### src/rtl/temp_bcd_conv.sv
// Sequential double-dabble converter: signed temperature word to packed BCD,
// sign flag and leading-zero blank mask for the 7-segment display path.
module temp_bcd_conv #(
  parameter int WIDTH  = 10,
  parameter int DIGITS = 4
) (
  input  logic                  iCLK,
  input  logic                  iRST,
  input  logic                  iSTART,
  input  logic [WIDTH-1:0]      iBIN,
  output logic                  oBUSY,
  output logic                  oVALID,
  output logic                  oNEG,
  output logic [4*DIGITS-1:0]   oBCD,
  output logic [DIGITS-1:0]     oBLANK
);

  localparam int BW = 4 * DIGITS;
  localparam int CW = $clog2(WIDTH + 1);
  localparam logic [DIGITS-1:0] BLANK_RST = {DIGITS{1'b1}} << 1'b1;

  typedef enum logic [1:0] {
    IDLE  = 2'd0,
    LOAD  = 2'd1,
    SHIFT = 2'd2,
    DONE  = 2'd3
  } state_t;

  state_t            state_q, state_d;
  logic [WIDTH-1:0]  bin_q, bin_d;
  logic [WIDTH-1:0]  mag_q, mag_d;
  logic [BW-1:0]     scratch_q, scratch_d;
  logic [CW-1:0]     cnt_q, cnt_d;
  logic              sign_q, sign_d;
  logic              busy_q, busy_d;
  logic              valid_q, valid_d;
  logic              neg_q, neg_d;
  logic [BW-1:0]     bcd_q, bcd_d;
  logic [DIGITS-1:0] blank_q, blank_d;

  function automatic logic [BW-1:0] add3_f(input logic [BW-1:0] s);
    logic [BW-1:0] r;
    r = s;
    for (int i = 0; i < DIGITS; i++) begin
      if (s[4*i +: 4] >= 4'd5) begin
        r[4*i +: 4] = s[4*i +: 4] + 4'd3;
      end else begin
        r[4*i +: 4] = s[4*i +: 4];
      end
    end
    return r;
  endfunction

  // A digit is blanked only when it and every more-significant digit are zero.
  function automatic logic [DIGITS-1:0] blank_f(input logic [BW-1:0] s);
    logic [DIGITS-1:0] b;
    logic              all_zero;
    b        = {DIGITS{1'b0}};
    all_zero = 1'b1;
    for (int i = DIGITS - 1; i >= 1; i--) begin
      all_zero = all_zero & (s[4*i +: 4] == 4'd0);
      b[i]     = all_zero;
    end
    return b;
  endfunction

  // State and datapath registers.
  always_ff @(posedge iCLK or posedge iRST) begin
    if (iRST) begin
      state_q   <= IDLE;
      bin_q     <= {WIDTH{1'b0}};
      mag_q     <= {WIDTH{1'b0}};
      scratch_q <= {BW{1'b0}};
      cnt_q     <= {CW{1'b0}};
      sign_q    <= 1'b0;
      busy_q    <= 1'b0;
      valid_q   <= 1'b0;
      neg_q     <= 1'b0;
      bcd_q     <= {BW{1'b0}};
      blank_q   <= BLANK_RST;
    end else begin
      state_q   <= state_d;
      bin_q     <= bin_d;
      mag_q     <= mag_d;
      scratch_q <= scratch_d;
      cnt_q     <= cnt_d;
      sign_q    <= sign_d;
      busy_q    <= busy_d;
      valid_q   <= valid_d;
      neg_q     <= neg_d;
      bcd_q     <= bcd_d;
      blank_q   <= blank_d;
    end
  end

  // Next-state and datapath logic.
  always_comb begin
    state_d   = state_q;
    bin_d     = bin_q;
    mag_d     = mag_q;
    scratch_d = scratch_q;
    cnt_d     = cnt_q;
    sign_d    = sign_q;
    busy_d    = busy_q;
    valid_d   = 1'b0;
    neg_d     = neg_q;
    bcd_d     = bcd_q;
    blank_d   = blank_q;
    case (state_q)
      IDLE: begin
        if (iSTART) begin
          bin_d   = iBIN;
          busy_d  = 1'b1;
          state_d = LOAD;
        end else begin
          state_d = IDLE;
        end
      end
      LOAD: begin
        // Unsigned magnitude so the most negative input negates cleanly.
        sign_d    = bin_q[WIDTH-1];
        mag_d     = bin_q[WIDTH-1] ? (~bin_q + {{(WIDTH-1){1'b0}}, 1'b1}) : bin_q;
        scratch_d = {BW{1'b0}};
        cnt_d     = {CW{1'b0}};
        state_d   = SHIFT;
      end
      SHIFT: begin
        scratch_d = (add3_f(scratch_q) << 1'b1) | BW'(mag_q[WIDTH-1]);
        mag_d     = {mag_q[WIDTH-2:0], 1'b0};
        cnt_d     = cnt_q + {{(CW-1){1'b0}}, 1'b1};
        if (cnt_q == CW'(WIDTH - 1)) begin
          state_d = DONE;
        end else begin
          state_d = SHIFT;
        end
      end
      DONE: begin
        bcd_d   = scratch_q;
        blank_d = blank_f(scratch_q);
        neg_d   = sign_q & (scratch_q != {BW{1'b0}});
        valid_d = 1'b1;
        busy_d  = 1'b0;
        state_d = IDLE;
      end
      default: begin
        busy_d  = 1'b0;
        state_d = IDLE;
      end
    endcase
  end

  assign oBUSY  = busy_q;
  assign oVALID = valid_q;
  assign oNEG   = neg_q;
  assign oBCD   = bcd_q;
  assign oBLANK = blank_q;

endmodule

### config.mk
export PLATFORM = sky130hd
export DESIGN_NAME = temp_bcd_conv
export DESIGN_NICKNAME = d
export VERILOG_FILES = /design/src/rtl/temp_bcd_conv.sv
export SDC_FILE = /design/constraint.sdc
export NUM_CORES = 1
export LEC_CHECK = 0
export CAP_MARGIN = 0
export CORE_MARGIN = 2
export CORE_UTILIZATION = 60
export DETAILED_ROUTE_END_ITERATION = 8
export PLACE_DENSITY = 0.85
export SETUP_SLACK_MARGIN = 0.4
export SYNTH_ARGS = -nofsm -noshare
export SYNTH_HDL_FRONTEND = slang
export SYNTH_SLANG_ARGS = --single-unit
### constraint.sdc
create_clock -name iCLK -period 4.16 [get_ports iCLK]
set_input_delay 1.04 -clock iCLK [delete_from_list [all_inputs] [get_ports iCLK]]
set_output_delay 1.04 -clock iCLK [all_outputs]
set_load 0.05 [all_outputs]
==> impl_metrics.yaml, run 1 <==
outcome:
  status: "completed"
yosys:
  synth_nets: 296
  synth_compound_area_share_pct: 13.0
  synth_most_common_cell: "dfrtp_1"
  synth_adder_area_share_pct: 6.04
  synth_edf_count: 0
  syn_area_sq_um: 3110
  yosys_warnings: 0
  synth.top_cell.area_share_pct: 49.9
  ys.flop_type: "dfrtp_1"
  synth_cell_types: 42
  ys_async_sr_fraction_pct: 100
  synth_simple_gate_area_share_pct: 8.70
  synth.area.top_cells: "dfrtp_1, mux2_2, ha_1, o21ai_0, dfstp_2"
  synth_top_cell_by_area: "dfrtp_1"
  ys_ff_latch: 65
  avgSynthCellArea_sq_um: 11.6
  yosys-mux-area-fraction_pct: 13.2
  netlist_instances: 268
  yosys.area_share.xor_xnor_pct: 2.54
  synth_common_cells: "dfrtp_1, mux2_2, inv_1, o21ai_0, nand2_1"
  synth_top_family_by_area: "multiplexers"
  synth_sequential_area_ratio_pct: 52.5
setup_path:
  crit_path_end_kind: "primary output"
  startpoint: "oBLANK[2]$_DFFE_PP1P_"
  crit_type: "reg -> out"
  cp-endpoint: "oBLANK[2]"
  required_ps: 3120
  crit_path_top_delay_cell: "clkdlybuf4s50_1"
  crit_cells: 1
  crit_path_start_kind: "register"
  worstReg2RegStart: "state_q[0]$_DFF_PP0_"
  max_stage_delay_ps: 790
  crit_path_cell_trace: "clkdlybuf4s50_1"
  path_delay_family: "buffers and inverters"
  regToRegEndpoint: "cnt_q[2]$_DFFE_PP0P_"
  r2r_cells: 6
  arrival_ps: 1670
  critPathMaxFanout: 2
  critPathBufInv: 1
  rrSetupSlack_ps: 1750
floorplan:
  die_width_microns: 76.0
  initial_utilization_pct: 61.6
  die_area_sq_um: 5770
  die_y_microns: 76.0
  rows: 26
  num_io_pins: 36
  core-area_sq_um: 5040
flow_run:
  cap_violations: 0
sta:
  period_needed_ps: 2710
  worstMarginPinSlew_ps: 950
  setup-tns-final_ps: 0
  fin_skew_ps: 5.41
  hold_slack_ps: 487
  rsz0062_at_grt: "no"
  setup_violations: 0
  setup_slack_ps: 1450
  fin_crit_sh_pct: 65.2
  fmax_mhz: 369
  finalHoldViolCount: 0
  slew_viol_final: 0
  relSlewSlack_pct: 36.6
grt:
  grtUsageTotal_pct: 22.4
  antenna_found_initial: 0
  overflow: 0
  grt_pass1_vias: 2163
  grt_max_degree: 41
  grt_pass1_wl_microns: 10100
route:
  drt-initial-drc-count: 112
  wl_per_cell_microns: 15.7
  totalWireLength_microns: 5950
  drc_errors: 0
  drt_first_pass_iters: 4
  num_vias: 2164
  via_per_inst: 5.72
  ant_nets: 0
min_path:
  hp-class: "reg -> reg"
  hp-start: "oBLANK[1]$_DFFE_PP1P_"
  hold_depth: 2
final_layout:
  layout-drive-gt1-share_pct: 18.2
  area_growth_pct: 19.7
  final_nets: 331
  diodes: 0
  num-fill-cells: 370
power:
  power.switching_w: 0.00101
  p_per_area_nw_per_um2: 696
  clock_power_share_pct: 22.3
  p_seq_share_pct: 38.0
  p_int_w: 0.00158
  p_leak_nw: 1.69
  switching_share_pct: 39.0
  power_frac_comb_pct: 39.7
  peakVddDrop_v: 0.000461
cts:
  cts_buffers: 9
  cts_root_buf: "clkbuf_8"
  clk_pin_slew_worst_paths_ps: 60
  clock_latency_ps: 350
  cts_tree: "done"
  htree_levels: 3
  clock_sinks: 65
  cts_setup_buffers: 0
  ctsResizeCount: 0
  clockBufferDepth: 2
  cts_hold_buf: 0
place:
  port_buffers: 34
  dp_hpwl_microns: 4120
  place.gp.congestion: 0.833
  pre_cts_ws_ps: 1750
cell usage in the layout (no fill, tap or decap), types with 3 or more instances in the layout:
cell,netlist,final
a21oi_1,9,9
a22o_1,4,4
a22oi_1,3,3
a32o_1,3,3
buf_4,1,3
clkbuf_8,0,13
clkdlybuf4s50_1,0,34
dfrtp_1,62,62
dfstp_2,3,3
ha_1,15,15
inv_1,18,17
mux2_2,31,31
mux2i_1,6,6
nand2_1,16,16
nand2b_1,6,6
nand3_1,4,4
nor2_1,8,8
nor3b_1,4,4
o21ai_0,18,18
o22ai_1,9,9
o31ai_1,5,5
xnor2_1,5,5
xor2_1,4,4
registers in the layout (all words and copies together), names as in the netlist:
signal     flops
oBCD          16
scratch_q     16
bin_q         10
mag_q         10
cnt_q          4
oBLANK         3
state_q        2
oBUSY          1
oNEG           1
oVALID         1
sign_q         1
through the flow:
| step | power, W | util (%) | instance area [sq um] | instances |
|---|---|---|---|---|
| final | 0.00259 | 73.8 | 3720 | 378 |
| after global placement | 0.00197 | 69.5 | 3500 | 362 |
| after global routing | 0.00276 | 73.8 | 3720 | 378 |
| after floorplan | 0.00175 | - | 3110 | 268 |
| after detailed placement | 0.00202 | 69.5 | 3500 | 362 |
| after CTS | 0.00260 | 73.8 | 3720 | 378 |
routing by layer:
| layer | vias up | part of all wire (%) | GRT usage, % |
|---|---|---|---|
| met5 | - | 0 | 0 |
| met4 | 0 | 1.9 | 10.4 |
| met3 | 11 | 4.5 | 5.45 |
| met2 | 54 | 50 | 36.7 |
| met1 | 1068 | 44 | 28.3 |
| li1 | 1031 | - | - |
power by group through the flow:
| stage | combinational, W | sequential [W] | clock, W |
|---|---|---|---|
| 2_1_floorplan | 0.000697 | 0.00106 | 0 |
| 3_3_place_gp | 0.000991 | 0.000982 | 0 |
| 3_5_place_dp | 0.00102 | 0.000994 | 0 |
| 4_1_cts | 0.00103 | 0.000984 | 0.000585 |
| 5_1_grt | 0.00114 | 0.00102 | 0.000612 |
| 6_report | 0.00103 | 0.000985 | 0.000577 |
worst min path at each step:
stage	slack [ps]	to
detailed placement	480	mag_q[0]$_DFFE_PP0P_
CTS	490	oBLANK[1]$_DFFE_PP1P_
finish	490	oBLANK[1]$_DFFE_PP1P_
global route	520	oBCD[8]$_DFFE_PP0P_
global placement	470	oNEG$_DFFE_PP0P_
floorplan	460	mag_q[0]$_DFFE_PP0P_
kinds of logic (layout without fill, tap and decap cells):
| logic type | Yosys count | in the layout |
|---|---|---|
| and+or+nand+nor | 49 | 49 |
| other | 1 | 1 |
| AOI/OAI and AO/OA | 61 | 61 |
| DFF | 65 | 65 |
| xor gates and xnor gates | 9 | 9 |
| muxes | 37 | 37 |
| buffers and inverters | 31 | 71 |
| adders and majority gates | 15 | 15 |
area by class of cell:
| class | count | area, sq um | share of cell area [%] |
|---|---|---|---|
| clock buffers | 14 | 183 | 4.91 |
| clock inverters | 2 | 35.0 | 0.942 |
| inverters | 18 | 67.6 | 1.82 |
| multi-input cells | 172 | 1350 | 36.4 |
| flip-flops and latches | 65 | 1630 | 43.8 |
| well taps | 70 | 87.6 | 2.35 |
| repair buffers | 37 | 363 | 9.75 |
Note: power is estimated with default switching activity, not from simulation.
==> inputs of run 2 (changes only) <==
--- a/config.mk
+++ b/config.mk
@@ -7,9 +7,9 @@
 export LEC_CHECK = 0
 export CAP_MARGIN = 0
 export CORE_MARGIN = 2
-export CORE_UTILIZATION = 60
+export CORE_UTILIZATION = 56
 export DETAILED_ROUTE_END_ITERATION = 8
-export PLACE_DENSITY = 0.85
+export PLACE_DENSITY = 0.8
 export SETUP_SLACK_MARGIN = 0.4
 export SYNTH_ARGS = -nofsm -noshare
 export SYNTH_HDL_FRONTEND = slang
==> constraint.sdc (replaced) <==
create_clock -name iCLK -period 2.7 [get_ports iCLK]
set_input_delay 0.675 -clock iCLK [delete_from_list [all_inputs] [get_ports iCLK]]
set_output_delay 0.675 -clock iCLK [all_outputs]
set_load 0.05 [all_outputs]
==> impl_metrics.yaml, run 2 (same netlist as run 1, synthesis figures left out) <==
outcome:
  status: "completed"
final_layout:
  diodes: 0
  final_cell_mix: "dfrtp_1, mux2_2, clkdlybuf4s50_1"
  final_common_cell: "dfrtp_1"
  layout-drive-gt1-share_pct: 18.6
  area_growth_pct: 20.5
  multiInputGateArea_sq_um: 1350
  register_area_sq_um: 1630
  num-fill-cells: 417
  final_nets: 334
power:
  p_leak_nw: 1.71
  peakVddDrop_v: 0.000715
  finalPower_w: 0.00395
  p_per_area_nw_per_um2: 1060
setup_path:
  worstReg2RegStart: "bin_q[0]$_DFFE_PP0P_"
  crit_path_cell_trace: "clkdlybuf4s50_1"
  path_delay_family: "buffers and inverters"
  required_ps: 2030
  critPathBufInv: 1
  crit_path_end_kind: "primary output"
  arrival_ps: 1520
  max_stage_delay_ps: 820
  regToRegEndpoint: "mag_q[6]$_DFFE_PP0P_"
  r2r_cells: 6
  crit_path_top_delay_cell: "clkdlybuf4s50_1"
  crit_type: "reg -> out"
  rrSetupSlack_ps: 620
  critPathMaxFanout: 3
  crit_path_start_kind: "register"
sta:
  period_needed_ps: 2200
  rsz0062_at_grt: "no"
  fin_crit_sh_pct: 81.5
  worstMarginPinSlew_ps: 580
  setup_violations: 0
  fmax_mhz: 455
  fin_skew_ps: 7.55
  finalHoldViolCount: 0
  slew_viol_final: 0
  relSlewSlack_pct: 61.3
  setup-tns-final_ps: 0
  hold_slack_ps: 480
cts:
  cts_root_buf: "clkbuf_8"
  cts_buffers: 9
  clock_sinks: 65
  clock_latency_ps: 340
  cts_tree: "done"
  clk_pin_slew_worst_paths_ps: 70
  clockBufferDepth: 2
  htree_levels: 3
  cts_hold_buf: 0
route:
  totalWireLength_microns: 5860
  ant_nets: 0
  via_per_inst: 5.58
  drt-initial-drc-count: 136
  drt_first_pass_iters: 4
  wl_per_cell_microns: 15.3
  drc_errors: 0
  num_vias: 2138
floorplan:
  core-area_sq_um: 5440
  num_io_pins: 36
  die_area_sq_um: 6160
  rows: 27
  die_width_microns: 78.5
  die_y_microns: 78.5
  initial_utilization_pct: 57.1
place:
  dp_hpwl_microns: 4220
  place.gp.congestion: 0.798
  port_buffers: 34
grt:
  grt_pass1_vias: 2245
  grt_max_degree: 29
  overflow: 0
  grtUsageTotal_pct: 22.0
  grt_pass1_wl_microns: 10300
  antenna_found_initial: 0
flow_run:
  cap_violations: 0
min_path:
  hold_depth: 2
  hp-class: "reg -> reg"
  whs_endpoint: "oBLANK[1]$_DFFE_PP1P_"
  hp-start: "oBLANK[1]$_DFFE_PP1P_"
==> run 2: power breakdown <==
part | internal [W] | leakage [nW] | switching, W
logic | 0.000670 | 0.755 | 0.000917
clock network | 0.000501 | 0.107 | 0.000349
registers | 0.00126 | 0.846 | 0.000256
==> run 2: timing repair <==
action | in CTS | in global routing
setup endpoints to repair | 3 | 0
hold endpoints to repair | 0 | 0
resized for setup | 3 | 0
buffers inserted | 0 | 0
==> run 2: how the worst max path moves through the flow <==
stage | startpoint | end | slack, ps | cells after the start
2_1_floorplan | iRST | bin_q[0]$_DFFE_PP0P_ | 400 | 1
3_3_place_gp | bin_q[0]$_DFFE_PP0P_ | mag_q[6]$_DFFE_PP0P_ | 630 | 6
3_5_place_dp | bin_q[0]$_DFFE_PP0P_ | mag_q[6]$_DFFE_PP0P_ | 610 | 6
4_1_cts | oBUSY$_DFFE_PP0P_ | oBUSY | 490 | 1
5_1_grt | oBCD[5]$_DFFE_PP0P_ | oBCD[5] | 460 | 1
6_report | oBUSY$_DFFE_PP0P_ | oBUSY | 500 | 1
==> run 2: cell type report <==
class                   count  area share, %
inverters                  18           1.80
multi-input cells         172           36.2
repair buffers             40           10.5
well taps                  72           2.41
clock buffers              14           4.61
clock inverters             2          0.936
flip-flops and latches     65           43.5
==> run 2: metrics by stage <==
| step | area (sq um) | worst slack (ps) | instances | util [%] |
|---|---|---|---|---|
| after floorplan | 3110 | 404 | 268 | - |
| after global placement | 3540 | 630 | 367 | 65.1 |
| after detailed placement | 3540 | 606 | 367 | 65.1 |
| after CTS | 3740 | 486 | 383 | 68.8 |
| after global routing | 3740 | 457 | 383 | 68.8 |
| final | 3740 | 501 | 383 | 68.8 |
==> run 2: per-layer routing <==
| metal | routed length [microns] | vias to the layer above | track usage, % |
|---|---|---|---|
| met5 | 0 | - | 0 |
| met1 | 2580 | 1041 | 27.3 |
| li1 | - | 1029 | - |
| met2 | 2880 | 58 | 34.8 |
| met4 | 121 | 0 | 10.4 |
| met3 | 276 | 10 | 7.24 |
